### src/rtl/cdb_arbiter.sv
// Purpose : shares the common data bus between ALU and load results; each source has a private FIFO, round-robin drain.
// Latency : 2 cycles from push accept to cdb_valid (FIFO write, then registered CDB); no input-to-CDB bypass.
// Backpress: x_ready drops while the FIFO is full (registered count only); the CDB itself is never stalled.
//
// Ports (cdb_fifo):
//   clk_in, rst_in     clock, asynchronous active-low reset
//   en                 global enable; freezes all state when low, forces ready low
//   clear              synchronous flush (qualified by en); drops same-cycle pushes
//   push_vld/push_dat  producer side, transfer on push_vld & ready
//   pop                drain head entry (caller only pops a non-empty FIFO)
//   ready, not_empty   status from the registered count
//   head_dat           entry at the read pointer
module cdb_fifo #(
  parameter int W     = 36,
  parameter int DEPTH = 2
) (
  input  logic         clk_in,
  input  logic         rst_in,
  input  logic         en,
  input  logic         clear,
  input  logic         push_vld,
  input  logic [W-1:0] push_dat,
  input  logic         pop,
  output logic         ready,
  output logic         not_empty,
  output logic [W-1:0] head_dat
);
  localparam int PW = $clog2(DEPTH);
  localparam int CW = PW + 1;

  logic [W-1:0]  mem [DEPTH];
  logic [PW-1:0] wptr;
  logic [PW-1:0] rptr;
  logic [CW-1:0] count;
  logic          do_push;
  logic          do_pop;

  // Ready looks only at the registered count, so a pop in the same cycle
  // never frees a slot for the producer until the next cycle.
  assign ready     = en & (count < CW'(DEPTH));
  assign not_empty = (count != '0);
  assign head_dat  = mem[rptr];

  assign do_push = push_vld & ready & ~clear;
  assign do_pop  = en & ~clear & pop & not_empty;

  // DEPTH is a power of two, so the pointers wrap by natural overflow.
  always_ff @(posedge clk_in or negedge rst_in) begin
    if (!rst_in) begin
      wptr  <= '0;
      rptr  <= '0;
      count <= '0;
    end else if (en) begin
      if (clear) begin
        wptr  <= '0;
        rptr  <= '0;
        count <= '0;
      end else begin
        if (do_push) wptr <= wptr + PW'(1);
        if (do_pop)  rptr <= rptr + PW'(1);
        case ({do_push, do_pop})
          2'b10:   count <= count + CW'(1);
          2'b01:   count <= count - CW'(1);
          default: count <= count;
        endcase
      end
    end
  end

  // Storage needs no reset: entries are only visible through count.
  always_ff @(posedge clk_in) begin
    if (do_push) mem[wptr] <= push_dat;
  end
endmodule

// Purpose : CDB writeback arbiter between ALU and LoadStoreBuffer results, flushed on rob_clear.
// Latency : 2 cycles push-to-broadcast; one broadcast per cycle, strict ALU/LSB alternation when both busy.
// Backpress: alu_ready/lsb_ready from per-source FIFO occupancy; cdb_valid is a one-cycle pulse, never stalled.
//
// Ports:
//   clk_in, rst_in, rdy_in, rob_clear        clock, async active-low reset, global enable, flush
//   alu_valid/alu_rob_idx/alu_value/alu_ready ALU result handshake
//   lsb_valid/lsb_rob_idx/lsb_value/lsb_ready load result handshake
//   cdb_valid/cdb_rob_idx/cdb_value/cdb_src   registered broadcast (src 0 = ALU, 1 = LSB)
module cdb_arbiter #(
  parameter int ROB_IDX_W = 4,
  parameter int DEPTH     = 2
) (
  input  logic                 clk_in,
  input  logic                 rst_in,
  input  logic                 rdy_in,
  input  logic                 rob_clear,
  input  logic                 alu_valid,
  input  logic [ROB_IDX_W-1:0] alu_rob_idx,
  input  logic [31:0]          alu_value,
  output logic                 alu_ready,
  input  logic                 lsb_valid,
  input  logic [ROB_IDX_W-1:0] lsb_rob_idx,
  input  logic [31:0]          lsb_value,
  output logic                 lsb_ready,
  output logic                 cdb_valid,
  output logic [ROB_IDX_W-1:0] cdb_rob_idx,
  output logic [31:0]          cdb_value,
  output logic                 cdb_src
);
  typedef struct packed {
    logic [ROB_IDX_W-1:0] rob_idx;
    logic [31:0]          value;
  } entry_t;

  localparam logic SRC_ALU = 1'b0;
  localparam logic SRC_LSB = 1'b1;

  entry_t alu_in, lsb_in, alu_head, lsb_head;
  logic   alu_ne, lsb_ne;
  logic   grant_alu, grant_lsb;
  logic   last_grant;

  assign alu_in = '{rob_idx: alu_rob_idx, value: alu_value};
  assign lsb_in = '{rob_idx: lsb_rob_idx, value: lsb_value};

  cdb_fifo #(.W($bits(entry_t)), .DEPTH(DEPTH)) u_alu_fifo (
    .clk_in    (clk_in),
    .rst_in    (rst_in),
    .en        (rdy_in),
    .clear     (rob_clear),
    .push_vld  (alu_valid),
    .push_dat  (alu_in),
    .pop       (grant_alu),
    .ready     (alu_ready),
    .not_empty (alu_ne),
    .head_dat  (alu_head)
  );

  cdb_fifo #(.W($bits(entry_t)), .DEPTH(DEPTH)) u_lsb_fifo (
    .clk_in    (clk_in),
    .rst_in    (rst_in),
    .en        (rdy_in),
    .clear     (rob_clear),
    .push_vld  (lsb_valid),
    .push_dat  (lsb_in),
    .pop       (grant_lsb),
    .ready     (lsb_ready),
    .not_empty (lsb_ne),
    .head_dat  (lsb_head)
  );

  // LSB wins when it is the only candidate, or on a tie when ALU went last.
  // Grants are masked while frozen or flushing so nothing pops.
  always_comb begin
    grant_lsb = 1'b0;
    grant_alu = 1'b0;
    if (rdy_in && !rob_clear) begin
      grant_lsb = lsb_ne & (~alu_ne | (last_grant == SRC_ALU));
      grant_alu = alu_ne & ~grant_lsb;
    end
  end

  // last_grant only advances on a tie; a lone source does not steal the turn.
  always_ff @(posedge clk_in or negedge rst_in) begin
    if (!rst_in) begin
      cdb_valid   <= 1'b0;
      cdb_rob_idx <= '0;
      cdb_value   <= '0;
      cdb_src     <= SRC_ALU;
      last_grant  <= SRC_LSB;
    end else if (rdy_in) begin
      if (rob_clear) begin
        cdb_valid  <= 1'b0;
        last_grant <= SRC_LSB;
      end else if (grant_alu || grant_lsb) begin
        cdb_valid   <= 1'b1;
        cdb_rob_idx <= grant_lsb ? lsb_head.rob_idx : alu_head.rob_idx;
        cdb_value   <= grant_lsb ? lsb_head.value : alu_head.value;
        cdb_src     <= grant_lsb;
        if (alu_ne && lsb_ne) last_grant <= grant_lsb;
      end else begin
        cdb_valid <= 1'b0;
      end
    end
  end
endmodule

### config.mk
export PLATFORM = sky130hd
export DESIGN_NAME = cdb_arbiter
export DESIGN_NICKNAME = d
export VERILOG_FILES = /design/src/rtl/cdb_arbiter.sv
export SDC_FILE = /design/constraint.sdc
export NUM_CORES = 1
export LEC_CHECK = 0
export CORE_UTILIZATION = 50
export CTS_BUF_LIST = sky130_fd_sc_hd__clkbuf_4 sky130_fd_sc_hd__clkbuf_8
export CTS_CLUSTER_SIZE = 30
export DETAILED_ROUTE_END_ITERATION = 12
export HOLD_SLACK_MARGIN = 0.08
export MAX_ROUTING_LAYER = met4
export PLACE_DENSITY = 0.84
export SYNTH_ARGS = -nofsm -noshare
export SYNTH_HDL_FRONTEND = slang
export SYNTH_HIERARCHICAL = 1
export SYNTH_SLANG_ARGS = --single-unit
### constraint.sdc
create_clock -name clk_in -period 4.67 [get_ports clk_in]
set_input_delay 0.934 -clock clk_in [delete_from_list [all_inputs] [get_ports clk_in]]
set_output_delay 0.934 -clock clk_in [all_outputs]
set_load 0.05 [all_outputs]
==> summary.txt <==
Run status
  – Status: complete, no violations

Clocking
  – Clk_lat worst skew: 470 ps
  – Number of buffers created by CTS: 17
  – Post-CTS sizing: 0
  – CTS tree: yes
  – Clock Sink Count: approximately 190
  – Hold buffers post-CTS: 0
  – Setup bufs post-CTS: 0
  – CTS H-tree lvls: 4
  – Clock transition at the registers of the reported paths: around 90 ps
  – Root buffer cell: clkbuf_8
  – Maximum clock insertion buffer count: 2

Setup path
  – CP max FO: 21
  – Critical R2R Launch: u_alu_fifo/rptr$_DFFE_PN0P_
  – CP startpoint kind: input port
  – Critical Path Max Stage Delay: a little under 800 ps
  – Worst path most repeated cell: clkdlybuf4s50_1
  – Crit Path Category: input port to output pin
  – Critical-path top delay cell: clkdlybuf4s50_1
  – Critical Path Sink: lsb_ready
  – R2R depth: 3
  – CP Depth: 4
  – Reg2Reg Setup Slack: 2550 ps
  – Worst setup EP type: output pin
  – Worst Path Buf+Inv: 3
  – CP cell instances: clkdlybuf4s50_1 -> buf_4 -> and2b_2 -> clkdlybuf4s50_1
  – Top delay family on crit path: buffers and inverters
  – CP Launch Point: rdy_in
  – CP required: about 3700 ps
  – Reg-to-reg endpoint: cdb_value[15]$_DFFE_PN0P_
  – Critical Path AT: 2560 ps

Logic synthesis
  – Synth warnings: 6
  – Cell Area, Synth: 7700 sq um
  – Register bit total from synthesis: 191
  – Asr flop ratio synth: 0.246
  – Dominant synthesized flop cell: edfxtp_1
  – Sequential cell area fraction in the yosys report: 0.715
  – Syn Area/Cell: 18.6 sq um
  – Syn nets: 493
  – Post-Syn Instances: 415
  – Synth unique cells: 31
  – EDFF count, synth: roughly 140

Drt
  – Via Count: 4,035
  – Routed length per placed instance: 19.7 microns
  – Via-per-instance ratio: ~5.4
  – Residual DRC count: 0
  – Total Routed Length: roughly 15 mm
  – Drt pass-1 iters: 4
  – Drt first-iter violations: about 200
  – ANT nets after route: 0

STA
  – Worst-Margin Slew: 1000 ps
  – Worst setup margin: 1170 ps
  – Hold_ws: approximately 510 ps
  – Final hold vios: 0
  – Fmax: 286 MHz
  – Tmin final: 3500 ps
  – Slew Limit Fails: 0
  – Final period util: 0.749
  – Setup Skew: 16.0 ps
  – Accumulated negative setup slack: 0 ps
  – Setup violations, final: 0
  – Unrepaired setup endpoints after global routing: no
  – Slew headroom: 0.332

Final layout
  – ANT cells: 0
  – Syn-to-layout area delta: 23.1%
  – Layout cell share with drive strength beyond 1: 0.299
  – Layout net count: 623

Power and ir drop
  – Pwr Density: 553 nW/um^2
  – P_sw: approximately 1.9 mW
  – Logic pwr share: 0.353
  – Clock group share of total power: 0.208
  – Switching portion of total power: 0.355
  – Peak supply drop: 0.321 mV
  – Cell internal pwr: 3.38 mW
  – Sequential Power Share: 0.439
  – Static Leak: 3.36 nW

Placement
  – Final HPWL DP: a little under 9 mm
  – Port Buffers: 117
  – Gpl congestion: 0.747
  – Place WS: 1180 ps

Floorplanning
  – Initial Util: 0.522
  – Die X: between 100 and 150 microns
  – Num ports: 118
  – Die H: about 130 microns
  – Die area: 15,900 sq um
  – Placement Rows: 44
  – Core footprint: 14,800 sq um

GRT
  – Vias in the first global route: 4,379
  – Initial antenna violation count: 0
  – Largest net degree at the start of global routing: 48
  – Remaining Overflow, GRT: 0
  – GRT Total Usage: 0.205
  – Global-route wire length before repair: 23.5 mm

Worst hold path
  – Hold crit path type: flop to flop
  – Hold Path Depth: 2

Flow run
  – Max Cap Viol: 0
[Yosys cell counts (2+ instances only)]
cell | number | area share
a211o_2 | 2 | 0.0026
a21oi_1 | 4 | 0.0026
a22o_1 | 2 | 0.0023
and2b_2 | 2 | 0.0023
and4bb_2 | 2 | 0.0032
buf_2 | 8 | 0.0052
buf_4 | 2 | 0.0019
buf_6 | 6 | 0.0088
dfrtp_1 | 46 | 0.15
edfxtp_1 | 144 | 0.56
inv_1 | 7 | 0.0034
mux2_1 | 36 | 0.053
mux2_2 | 101 | 0.15
mux2_4 | 7 | 0.014
nand2_1 | 9 | 0.0044
nand2b_1 | 5 | 0.0041
nand2b_4 | 2 | 0.0036
nand4b_1 | 3 | 0.0034
nor2_1 | 4 | 0.0019
nor3_1 | 4 | 0.0026
o211a_1 | 2 | 0.0026
o21a_1 | 2 | 0.0019
o21ai_0 | 2 | 0.0013
o22ai_1 | 4 | 0.0032
o311ai_2 | 2 | 0.0042
xnor2_1 | 2 | 0.0023
[power by group through the flow]
| stage | clock network, mW | logic (mW) | registers [mW] |
|---|---|---|---|
| after detailed placement | 0 | 1.85 | 2.34 |
| after CTS | 1.11 | 1.87 | 2.30 |
| final | 1.09 | 1.85 | 2.30 |
| after global routing | 1.18 | 1.95 | 2.34 |
| after global placement | 0 | 1.82 | 2.32 |
| after floorplan | 0 | 0.733 | 2.85 |
[cells by family after synthesis]
| group | Yosys count | share of synthesized area |
|---|---|---|
| AOI/OAI and AO/OA | 21 | 0.0218 |
| xor gates and xnor gates | 2 | 0.00228 |
| and+or+nand+nor | 34 | 0.0280 |
| buffers and inverters | 23 | 0.0193 |
| DFF | 191 | 0.715 |
| muxes | 144 | 0.214 |
[per-stage QoR]
stage | util | std cells | power (mW) | area [sq um]
final | 0.642 | 742 | 5.24 | 9480
after global routing | 0.642 | 742 | 5.46 | 9480
after CTS | 0.642 | 742 | 5.28 | 9480
after detailed placement | 0.615 | 710 | 4.19 | 9070
after global placement | 0.615 | 710 | 4.14 | 9070
after floorplan | - | 415 | 3.59 | 7700
[cell usage in the layout (no fill, tap or decap), types with 4 or more instances in the layout]
cell type,n
mux2_1,36
nor2_1,4
mux2_4,7
clkdlybuf4s50_1,116
o22ai_1,4
inv_1,7
clkbuf_8,17
nor3_2,4
nand2_1,9
mux2_2,101
a21oi_1,4
dfrtp_1,44
edfxtp_1,144
buf_4,10
nand2b_1,5
inv_8,4
[registers in the layout, indices dropped and copies added, names as in the netlist]
signal / count
cdb_rob_idx: 4
cdb_src: 1
cdb_valid: 1
cdb_value: 32
last_grant: 1
u_alu_fifo/count: 2
u_alu_fifo/mem: 72
u_alu_fifo/rptr: 1
u_alu_fifo/wptr: 1
u_lsb_fifo/count: 2
u_lsb_fifo/mem: 72
u_lsb_fifo/rptr: 1
u_lsb_fifo/wptr: 1
[layer usage]
metal / GRT usage / wire length, microns / vias to the layer above
li1: - / - / 1862
met1: 0.249 / 6330 / 2051
met2: 0.337 / 7470 / 97
met3: 0.0425 / 528 / 25
met4: 0.0794 / 301 / 0
met5: - / 0 / -
[tightest hold or removal path, delay by kind of cell (launching register included)]
family	cells	cell delay, ps
and+or+nand+nor	2	110
DFF	1	360
[how the worst min path moves through the flow]
stage / slack (ps) / from / to
global placement: 460 / cdb_src$_DFFE_PN0P_ / cdb_src$_DFFE_PN0P_
floorplan: 480 / last_grant$_DFFE_PN1P_ / last_grant$_DFFE_PN1P_
CTS: 510 / cdb_src$_DFFE_PN0P_ / cdb_src$_DFFE_PN0P_
finish: 510 / cdb_src$_DFFE_PN0P_ / cdb_src$_DFFE_PN0P_
global route: 550 / last_grant$_DFFE_PN1P_ / last_grant$_DFFE_PN1P_
detailed placement: 480 / cdb_src$_DFFE_PN0P_ / cdb_src$_DFFE_PN0P_
[layout make-up]
cell class | count | area (sq um)
clock inverter | 15 | 175
clock buffer | 17 | 234
sequential | 191 | 5500
multi-input combinational | 201 | 2070
inverter | 7 | 26.3
timing repair buffer | 127 | 1240
fill | 1020 | 5280
tap | 184 | 230
Note: power is estimated with default switching activity, not from simulation.
